**config.mk**
```make
export PLATFORM = sky130hd
export DESIGN_NAME = audio_volume_ramp
export DESIGN_NICKNAME = d
export VERILOG_FILES = /design/src/rtl/audio_volume_ramp.sv
export SDC_FILE = /design/constraint.sdc
export NUM_CORES = 1
export LEC_CHECK = 0
export ABC_AREA = 1
export CAP_MARGIN = 10
export CORE_MARGIN = 2
export CORE_UTILIZATION = 54
export CTS_CLUSTER_SIZE = 12
export DETAILED_ROUTE_END_ITERATION = 10
export DONT_BUFFER_PORTS = 1
export MAX_ROUTING_LAYER = met4
export PLACE_DENSITY_LB_ADDON = 0.2
export SETUP_SLACK_MARGIN = 0.2
export SYNTH_ARGS = -nofsm -noshare
export SYNTH_HDL_FRONTEND = slang
export SYNTH_SLANG_ARGS = --single-unit
```
**constraint.sdc**
```tcl
create_clock -name iCLK -period 15.9 [get_ports iCLK]
set_input_delay 3.18 -clock iCLK [delete_from_list [all_inputs] [get_ports iCLK]]
set_output_delay 3.18 -clock iCLK [all_outputs]
set_load 0.02 [all_outputs]
```
**src/rtl/audio_volume_ramp.sv**
```systemverilog
// rtl/audio_volume_ramp.sv - N-channel volume stage with key control, gain ramping and saturation
module audio_volume_ramp #(
    parameter int CHANNELS     = 2,
    parameter int WIDTH        = 16,
    parameter int VOL_BITS     = 4,
    parameter int VOL_INIT     = 8,
    parameter int GAIN_SHIFT   = 3,
    parameter int RAMP_BITS    = 4,
    parameter int REPEAT_TICKS = 4194304
) (
    input  logic                      iCLK,
    input  logic                      iRST_N,
    input  logic                      iEN,
    input  logic                      iUP_N,
    input  logic                      iDN_N,
    input  logic                      iMUTE,
    input  logic                      iSTROBE,
    input  logic [CHANNELS*WIDTH-1:0] iDATA,
    output logic [CHANNELS*WIDTH-1:0] oDATA,
    output logic                      oVALID,
    output logic [CHANNELS-1:0]       oSAT,
    output logic [VOL_BITS-1:0]       oVOL,
    output logic                      oRAMPING
);

    localparam int TW = VOL_BITS + RAMP_BITS;
    localparam int PW = WIDTH + TW + 1;
    localparam int SH = GAIN_SHIFT + RAMP_BITS;
    localparam int CW = (REPEAT_TICKS > 1) ? $clog2(REPEAT_TICKS) : 1;

    localparam logic [VOL_BITS-1:0] VOL_MAX  = '1;
    localparam logic [VOL_BITS-1:0] VOL_RST  = VOL_BITS'(VOL_INIT);
    localparam logic [TW-1:0]       CUR_RST  = {VOL_RST, {RAMP_BITS{1'b0}}};
    localparam logic [CW-1:0]       CNT_LAST = CW'(REPEAT_TICKS - 1);
    localparam logic [WIDTH-1:0]    S_MAX    = {1'b0, {(WIDTH-1){1'b1}}};
    localparam logic [WIDTH-1:0]    S_MIN    = {1'b1, {(WIDTH-1){1'b0}}};

    logic [1:0]          up_sync, dn_sync;
    logic                up_last, dn_last;
    logic [VOL_BITS-1:0] vol, vol_nxt;
    logic [CW-1:0]       cnt, cnt_nxt;
    logic                armed, armed_nxt;
    logic                mute_q;
    logic [TW-1:0]       cur, cur_nxt, tgt, tgt_nxt;
    logic                v1;
    logic                up_held, dn_held, up_press, dn_press, step_up, step_dn;
    logic [CHANNELS*WIDTH-1:0] sat_data;
    logic [CHANNELS-1:0]       sat_flag;

    assign up_held  = ~up_sync[1];
    assign dn_held  = ~dn_sync[1];
    assign up_press = up_held & up_last;
    assign dn_press = dn_held & dn_last;

    // armed blocks auto-repeat for a key that was already down when iEN rose
    always_comb begin
        vol_nxt   = vol;
        cnt_nxt   = '0;
        armed_nxt = 1'b0;
        step_up   = 1'b0;
        step_dn   = 1'b0;
        if (iEN && (up_held ^ dn_held)) begin
            if (up_press || dn_press) begin
                step_up   = up_press;
                step_dn   = dn_press;
                armed_nxt = 1'b1;
            end else if (armed) begin
                armed_nxt = 1'b1;
                if (cnt == CNT_LAST) begin
                    step_up = up_held;
                    step_dn = dn_held;
                end else begin
                    cnt_nxt = cnt + 1'b1;
                end
            end
        end
        if (step_up && vol != VOL_MAX) begin
            vol_nxt = vol + 1'b1;
        end else if (step_dn && vol != '0) begin
            vol_nxt = vol - 1'b1;
        end
    end

    // target uses registered mute/vol so same-cycle events apply from the next cycle
    always_comb begin
        tgt     = mute_q ? '0 : {vol, {RAMP_BITS{1'b0}}};
        tgt_nxt = iMUTE ? '0 : {vol_nxt, {RAMP_BITS{1'b0}}};
        cur_nxt = cur;
        if (iSTROBE) begin
            if (cur < tgt) begin
                cur_nxt = cur + 1'b1;
            end else if (cur > tgt) begin
                cur_nxt = cur - 1'b1;
            end
        end
    end

    always_ff @(posedge iCLK) begin
        if (!iRST_N) begin
            up_sync  <= 2'b11;
            dn_sync  <= 2'b11;
            up_last  <= 1'b1;
            dn_last  <= 1'b1;
            vol      <= VOL_RST;
            cnt      <= '0;
            armed    <= 1'b0;
            mute_q   <= 1'b0;
            cur      <= CUR_RST;
            oRAMPING <= 1'b0;
        end else begin
            up_sync  <= {up_sync[0], iUP_N};
            dn_sync  <= {dn_sync[0], iDN_N};
            up_last  <= up_sync[1];
            dn_last  <= dn_sync[1];
            vol      <= vol_nxt;
            cnt      <= cnt_nxt;
            armed    <= armed_nxt;
            mute_q   <= iMUTE;
            cur      <= cur_nxt;
            oRAMPING <= (cur_nxt != tgt_nxt);
        end
    end

    assign oVOL = vol;

    genvar g;
    for (g = 0; g < CHANNELS; g++) begin : g_ch
        logic signed [PW-1:0] p_q;
        logic signed [PW-1:0] s;
        logic [PW-WIDTH:0]    hi;
        logic                 fits;

        always_ff @(posedge iCLK) begin
            if (!iRST_N) begin
                p_q <= '0;
            end else if (iSTROBE) begin
                p_q <= PW'($signed(iDATA[g*WIDTH +: WIDTH])) * PW'($signed({1'b0, cur}));
            end
        end

        // value fits WIDTH bits iff all bits above the sign bit agree with it
        assign s    = p_q >>> SH;
        assign hi   = s[PW-1:WIDTH-1];
        assign fits = (&hi) | ~(|hi);
        assign sat_data[g*WIDTH +: WIDTH] = fits ? s[WIDTH-1:0] : (s[PW-1] ? S_MIN : S_MAX);
        assign sat_flag[g] = ~fits;
    end

    always_ff @(posedge iCLK) begin
        if (!iRST_N) begin
            v1     <= 1'b0;
            oVALID <= 1'b0;
            oDATA  <= '0;
            oSAT   <= '0;
        end else begin
            v1     <= iSTROBE;
            oVALID <= v1;
            if (v1) begin
                oDATA <= sat_data;
                oSAT  <= sat_flag;
            end
        end
    end

endmodule

```
**Yosys cells after proc, flatten, opt, wreduce, memory -nomap -nowiden**

Index checks and enable logic that the tools add are counted.

- Register bits after elaboration: 129
- Logic and storage cells: 74
- Output and inout port bits: 40

- Reduce and logical (&&, ||, !) cells: 11
- Equality and inequality tests: 3
- $lt $le $gt $ge: 2
- Add/subtract/negate cells: 5
- Muxes and demuxes: 21
- Bitwise logic cells: 14
- Multiply operators: 2

Operators with widths:

| operator | count |
|---|---|
| two-way mux 16 bit | 4 |
| multiplier 16 x 9 -> 25 bit | 2 |
| two-way mux 8 bit | 5 |
| adder 22 x 1 -> 22 bit (second input constant) | 1 |
| equality test 22 bit (second input constant) | 1 |
| two-way mux 1 bit | 10 |
| inverter 1 bit | 9 |
| adder 8 x 1 -> 8 bit (second input constant) | 1 |
| greater-than comparator 8 bit | 1 |
| < comparator 8 bit | 1 |
| two-way mux 4 bit | 2 |
| != test 8 bit | 1 |
| subtractor 8 x 1 -> 8 bit (second input constant) | 1 |
| AND reduction 3 bit | 2 |
| OR reduction 3 bit | 2 |
| OR reduction 5 bit | 1 |
| adder 4 x 1 -> 4 bit (second input constant) | 1 |
| != test 4 bit (second input constant) | 1 |
| nonzero test 4 bit | 1 |
| subtractor 4 x 1 -> 4 bit (second input constant) | 1 |
| logical AND 1 bit | 3 |
| AND 1 bit | 2 |
| OR 1 bit | 2 |
| AND reduction 2 bit | 1 |
| other kinds (2) | 2 |

**Logic depth before layout (Yosys ltp)**

- Depth after elaboration: 10
- Mapped depth: 24
- Mapped depth without buffers: 22

**Worst setup path after synthesis**

Ideal clock, no wire load.

- Path type: input to register
- Start: in iDATA[31]
- End: reg g_ch[1].p_q[23]
- Data required time: 15791 ps
- Arrival: 7361 ps
- Cell stages on the path: 21
- Slack: 8430 ps
- Cell sequence: clkbuf_1 -> nand2_1 -> inv_1 -> fa_1 -> inv_1 -> fa_1 -> inv_1 -> fa_1 -> inv_1 -> fa_1 -> inv_1 -> ha_1 -> a21oi_1 -> a21boi_0 -> nor2_1 -> a2111oi_0 -> nand2_1 -> nand2_1 -> nand3_1 -> nand2_1 -> inv_1

- Cells in the longest elaborated chain, start to end: 1

RTL lines:

| item | RTL line | source |
|---|---|---|
| start: declaration | 18 | `input logic [CHANNELS*WIDTH-1:0] iDATA,` |
| multiplier 16 x 9 -> 25 bit | 137 | `p_q <= PW'($signed(iDATA[g*WIDTH +: WIDTH])) * PW'($signed({1'b0, cur}));` |
| end signal: assignment | 137 |  |
| end: declaration | 128 | `logic signed [PW-1:0] p_q;` |

No other way between the ends.
A chain may end at the register's enable or synchronous reset.

**Worst setup path in the final report**

Ends and elaborated chain as after synthesis.

==> run_results.csv <==
group,metric,value,unit
outcome,run_status,"completed",
synth,synthesis.nets,2361,
synth,synth_largest_type_area_fraction,27.8,%
synth,ys_top_cells_by_count,"inv_1 (528), nand2_1 (459), fa_1 (202)",
sta,clock_skew,0.0161,ns
routing,route.layer.met1.wl,14200,µm
clock_network,cts_num_sinks,115,
final_layout,finalNetCount,2306,
clock_network,hold_buffers,0,
worst_setup_path,crit_path_largest_cell_delay,0.55,ns
place,place_hpwl,25800,µm
routing,route.detailed.drc,0,
sta,setup_viol_count_final,0,
clock_network,clkLatencyLatePin,0.42,ns
synth,postSynthRegisterBits,115,
sta,timing_worst_slew_pin_value,0.810,ns
hold_path,worst_hold_path_type,"flop to flop",
synth,post_synth.cell_area_avg,7.20,µm²
routing,route.detailed.vias_per_inst,5.12,
worst_setup_path,timing.critical_path.mode_cell,"inv_1",
routing,route.met2.wl,17900,µm
sta,final_max_slew_viol_count,0,
sta,hold_violations,0,
synth,synth-seq-area-share,15.8,%
sta,finalWorstPathRequiredPeriod,7.12,ns
sta,finalSetupTns,0,ns
sta,fmaxAchievable,140,MHz
sta,final_min_period_over_clock_period,44.8,%
sta,fin_ws,8.78,ns
routing,met3_wirelength,1020,µm
global_routing,overflow_left_after_global_routing,0,
sta,slew_headroom,45.9,%
routing,drt-initial-drc-count,718,
final_layout,drive_above_1_share,3.59,%
worst_setup_path,arrival,7.44,ns
synth,postSynthCellCount,2018,
clock_network,clkTransAtPathRegs,0.06,ns
global_routing,via_count_of_the_first_global_routing_pass,12400,
clock_network,root_buffer,"clkbuf_16",
synth,ys_warnings,0,
synth,synth_top_flop_cell,"dfxtp_1",
routing,detail-route-antenna-nets,0,
worst_setup_path,path_max_fanout,8,
worst_setup_path,startpoint_type,"input port",
routing,number_of_iterations_in_the_first_detailed_routing_pass,5,
die,initial_core_util,54.4,%
routing,route.detailed.wl_per_inst,14.5,µm
synth,synth_async_sr_flop_share,0,%
synth,netlist_top_cells_area,"fa_1 (28%), dfxtp_1 (16%), inv_1 (14%)",
synth,netlist_area,14500,µm²
routing,topRoutingLayerUsed,"met4",
global_routing,initial_antenna_violation_count,0,
die,num_io_pins,79,
global_routing,global_route.usage.total,26.0,%
place,placement.setup.worst_slack,8.36,ns
clock_network,h-tree-depth,4,
clock_network,cts_resized,0,
synth,synth_enable_flop_cells,0,
global_routing,largest_net_degree_at_the_start_of_global_routing,71,
place,detailed_place.area,14700,µm²
place,gp_congestion,0.939,
die,area_enclosed_by_the_die_boundary,28300,µm²
final_layout,syn2layout_area_growth,5.14,%
routing,num_vias,11900,
clock_network,clock_tree_from_tritoncts,"built",
final_layout,fillerInstances,2549,
final_layout,num_antenna_cells,0,
worst_setup_path,criticalPathCategory,"input port to flop",
worst_setup_path,critical_path.endpoint_type,"flop",
worst_setup_path,timing.critical_path.cells,"nand2_1 > inv_1 > fa_1 > inv_1 > fa_1 > inv_1 > fa_1 > inv_1 > fa_1 > inv_1 > ha_1 > a21oi_1 > a21boi_0 > nor2_1 > a2111oi_0 > nand2_1 > nand2_1 > nand3_1 > nand2_1 > inv_1",
worst_setup_path,crit_required,16.22,ns
place,numPortBuffers,0,
routing,drt_wl_total,33700,µm
final_layout,design_area,15300,µm²
synth,synth_top_cell_by_area,"fa_1",
synth,yosysUniqueCellTypes,45,
global_routing,global_route_wire_length_before_repair,58100,µm
worst_setup_path,crit_path_top_delay_cell,"fa_1",
clock_network,clock_tree.buffer_depth,2,
die,rows,60,
die,floorplan.die.width,168,µm
clock_network,post_cts.repair.setup_buffers,0,
clock_network,cts_inserted_buffers,17,
synth,most_instantiated_library_cell_after_synthesis,"inv_1",
flow_run,max_capacitance_violation_count,0,
die,core_area,26700,µm²
die,die-height,168,µm
sta,unrepaired_setup_endpoints_after_global_routing,"no",
==> per-layer routing <==
metal  track usage, %  up-vias
met1             30.1     5740
li1                 -     5883
met4             5.88        0
met5                -        -
met2             48.4      200
met3             2.87       38
==> worst max-delay path, delay by kind of cell <==
kind | cells | cell delay, ns
AND/OR/NAND/NOR | 6 | 0.47
adder cells (fa/ha/maj) | 5 | 2.42
AO/OA/AOI/OAI | 3 | 0.95
buffers and inverters | 6 | 0.42
==> flip-flops by register name, summed over array words and instances (netlist names) <==
signal and cells:
g_ch.p_q 36, oDATA 32, cnt 22, cur 8, oVOL 4, dn_sync 2, oSAT 2, up_sync 2
armed 1, dn_last 1, mute_q 1, oRAMPING 1, oVALID 1, up_last 1, v1 1
==> metrics by stage <==
step | utilization (%) | instances | hold slack, ns
2_1_floorplan | - | 2018 | 0.393
3_3_place_gp | 54.9 | 2284 | 0.397
3_5_place_dp | 54.9 | 2284 | 0.401
4_1_cts | 57.2 | 2316 | 0.415
5_1_grt | 57.2 | 2317 | 0.429
6_report | 57.2 | 2317 | 0.414
==> final cells by class <==
class | count | area [µm²] | share of cell area (%)
Clock buffer | 17 | 425 | 2.78
Clock inverter | 15 | 171 | 1.12
Inverter | 529 | 1990 | 13.0
Multi-Input combinational cell | 1290 | 9900 | 64.8
Sequential cell | 115 | 2300 | 15.1
Tap cell | 341 | 427 | 2.79
Timing Repair Buffer | 10 | 72.6 | 0.475
==> kinds of logic (layout without fill, tap and decap cells) <==
| logic type | after synthesis | in the layout | share of synthesized area, % |
|---|---|---|---|
| adders and majority gates | 304 | 304 | 36.6 |
| AOI/OAI and AO/OA | 246 | 246 | 9.45 |
| DFF | 115 | 115 | 15.8 |
| buffers and inverters | 613 | 571 | 16.1 |
| xor gates and xnor gates | 38 | 38 | 2.29 |
| and+or+nand+nor | 702 | 702 | 19.8 |
==> layout by cell type (no fill, tap or decap), types with 4 or more instances in the layout <==
cell type | synthesis | routed
a211oi_1 | 4 | 4
a21o_1 | 8 | 8
a21oi_1 | 99 | 99
a31oi_1 | 13 | 13
buf_4 | 0 | 9
clkbuf_16 | 0 | 17
dfxtp_1 | 115 | 115
fa_1 | 202 | 202
ha_1 | 102 | 102
inv_1 | 528 | 528
inv_6 | 0 | 7
nand2_1 | 459 | 459
nand2_2 | 11 | 11
nand3_1 | 60 | 60
nand4_1 | 17 | 17
nor2_1 | 118 | 118
nor3_1 | 16 | 16
nor4_1 | 5 | 5
o211ai_1 | 4 | 4
o21ai_0 | 98 | 98
or2_2 | 4 | 4
xnor2_1 | 15 | 15
xor2_1 | 23 | 23
==> worst paths after layout <==
| path | end | start | cells past startpoint | slack [ns] |
|---|---|---|---|---|
| worst max register to register | g_ch[1].p_q[23] | cur[0] | 21 | 10.87 |
| worst min-delay path | up_sync[1] | up_sync[0] | 1 | 0.41 |
| worst max-delay path | g_ch[1].p_q[23] | iDATA[31] | 20 | 8.78 |
| worst min register to register | up_sync[1] | up_sync[0] | 1 | 0.41 |
Power is left out: the tool's default activity adds up to more than one toggle a clock period on the data nets, which glitch-free logic cannot reach.
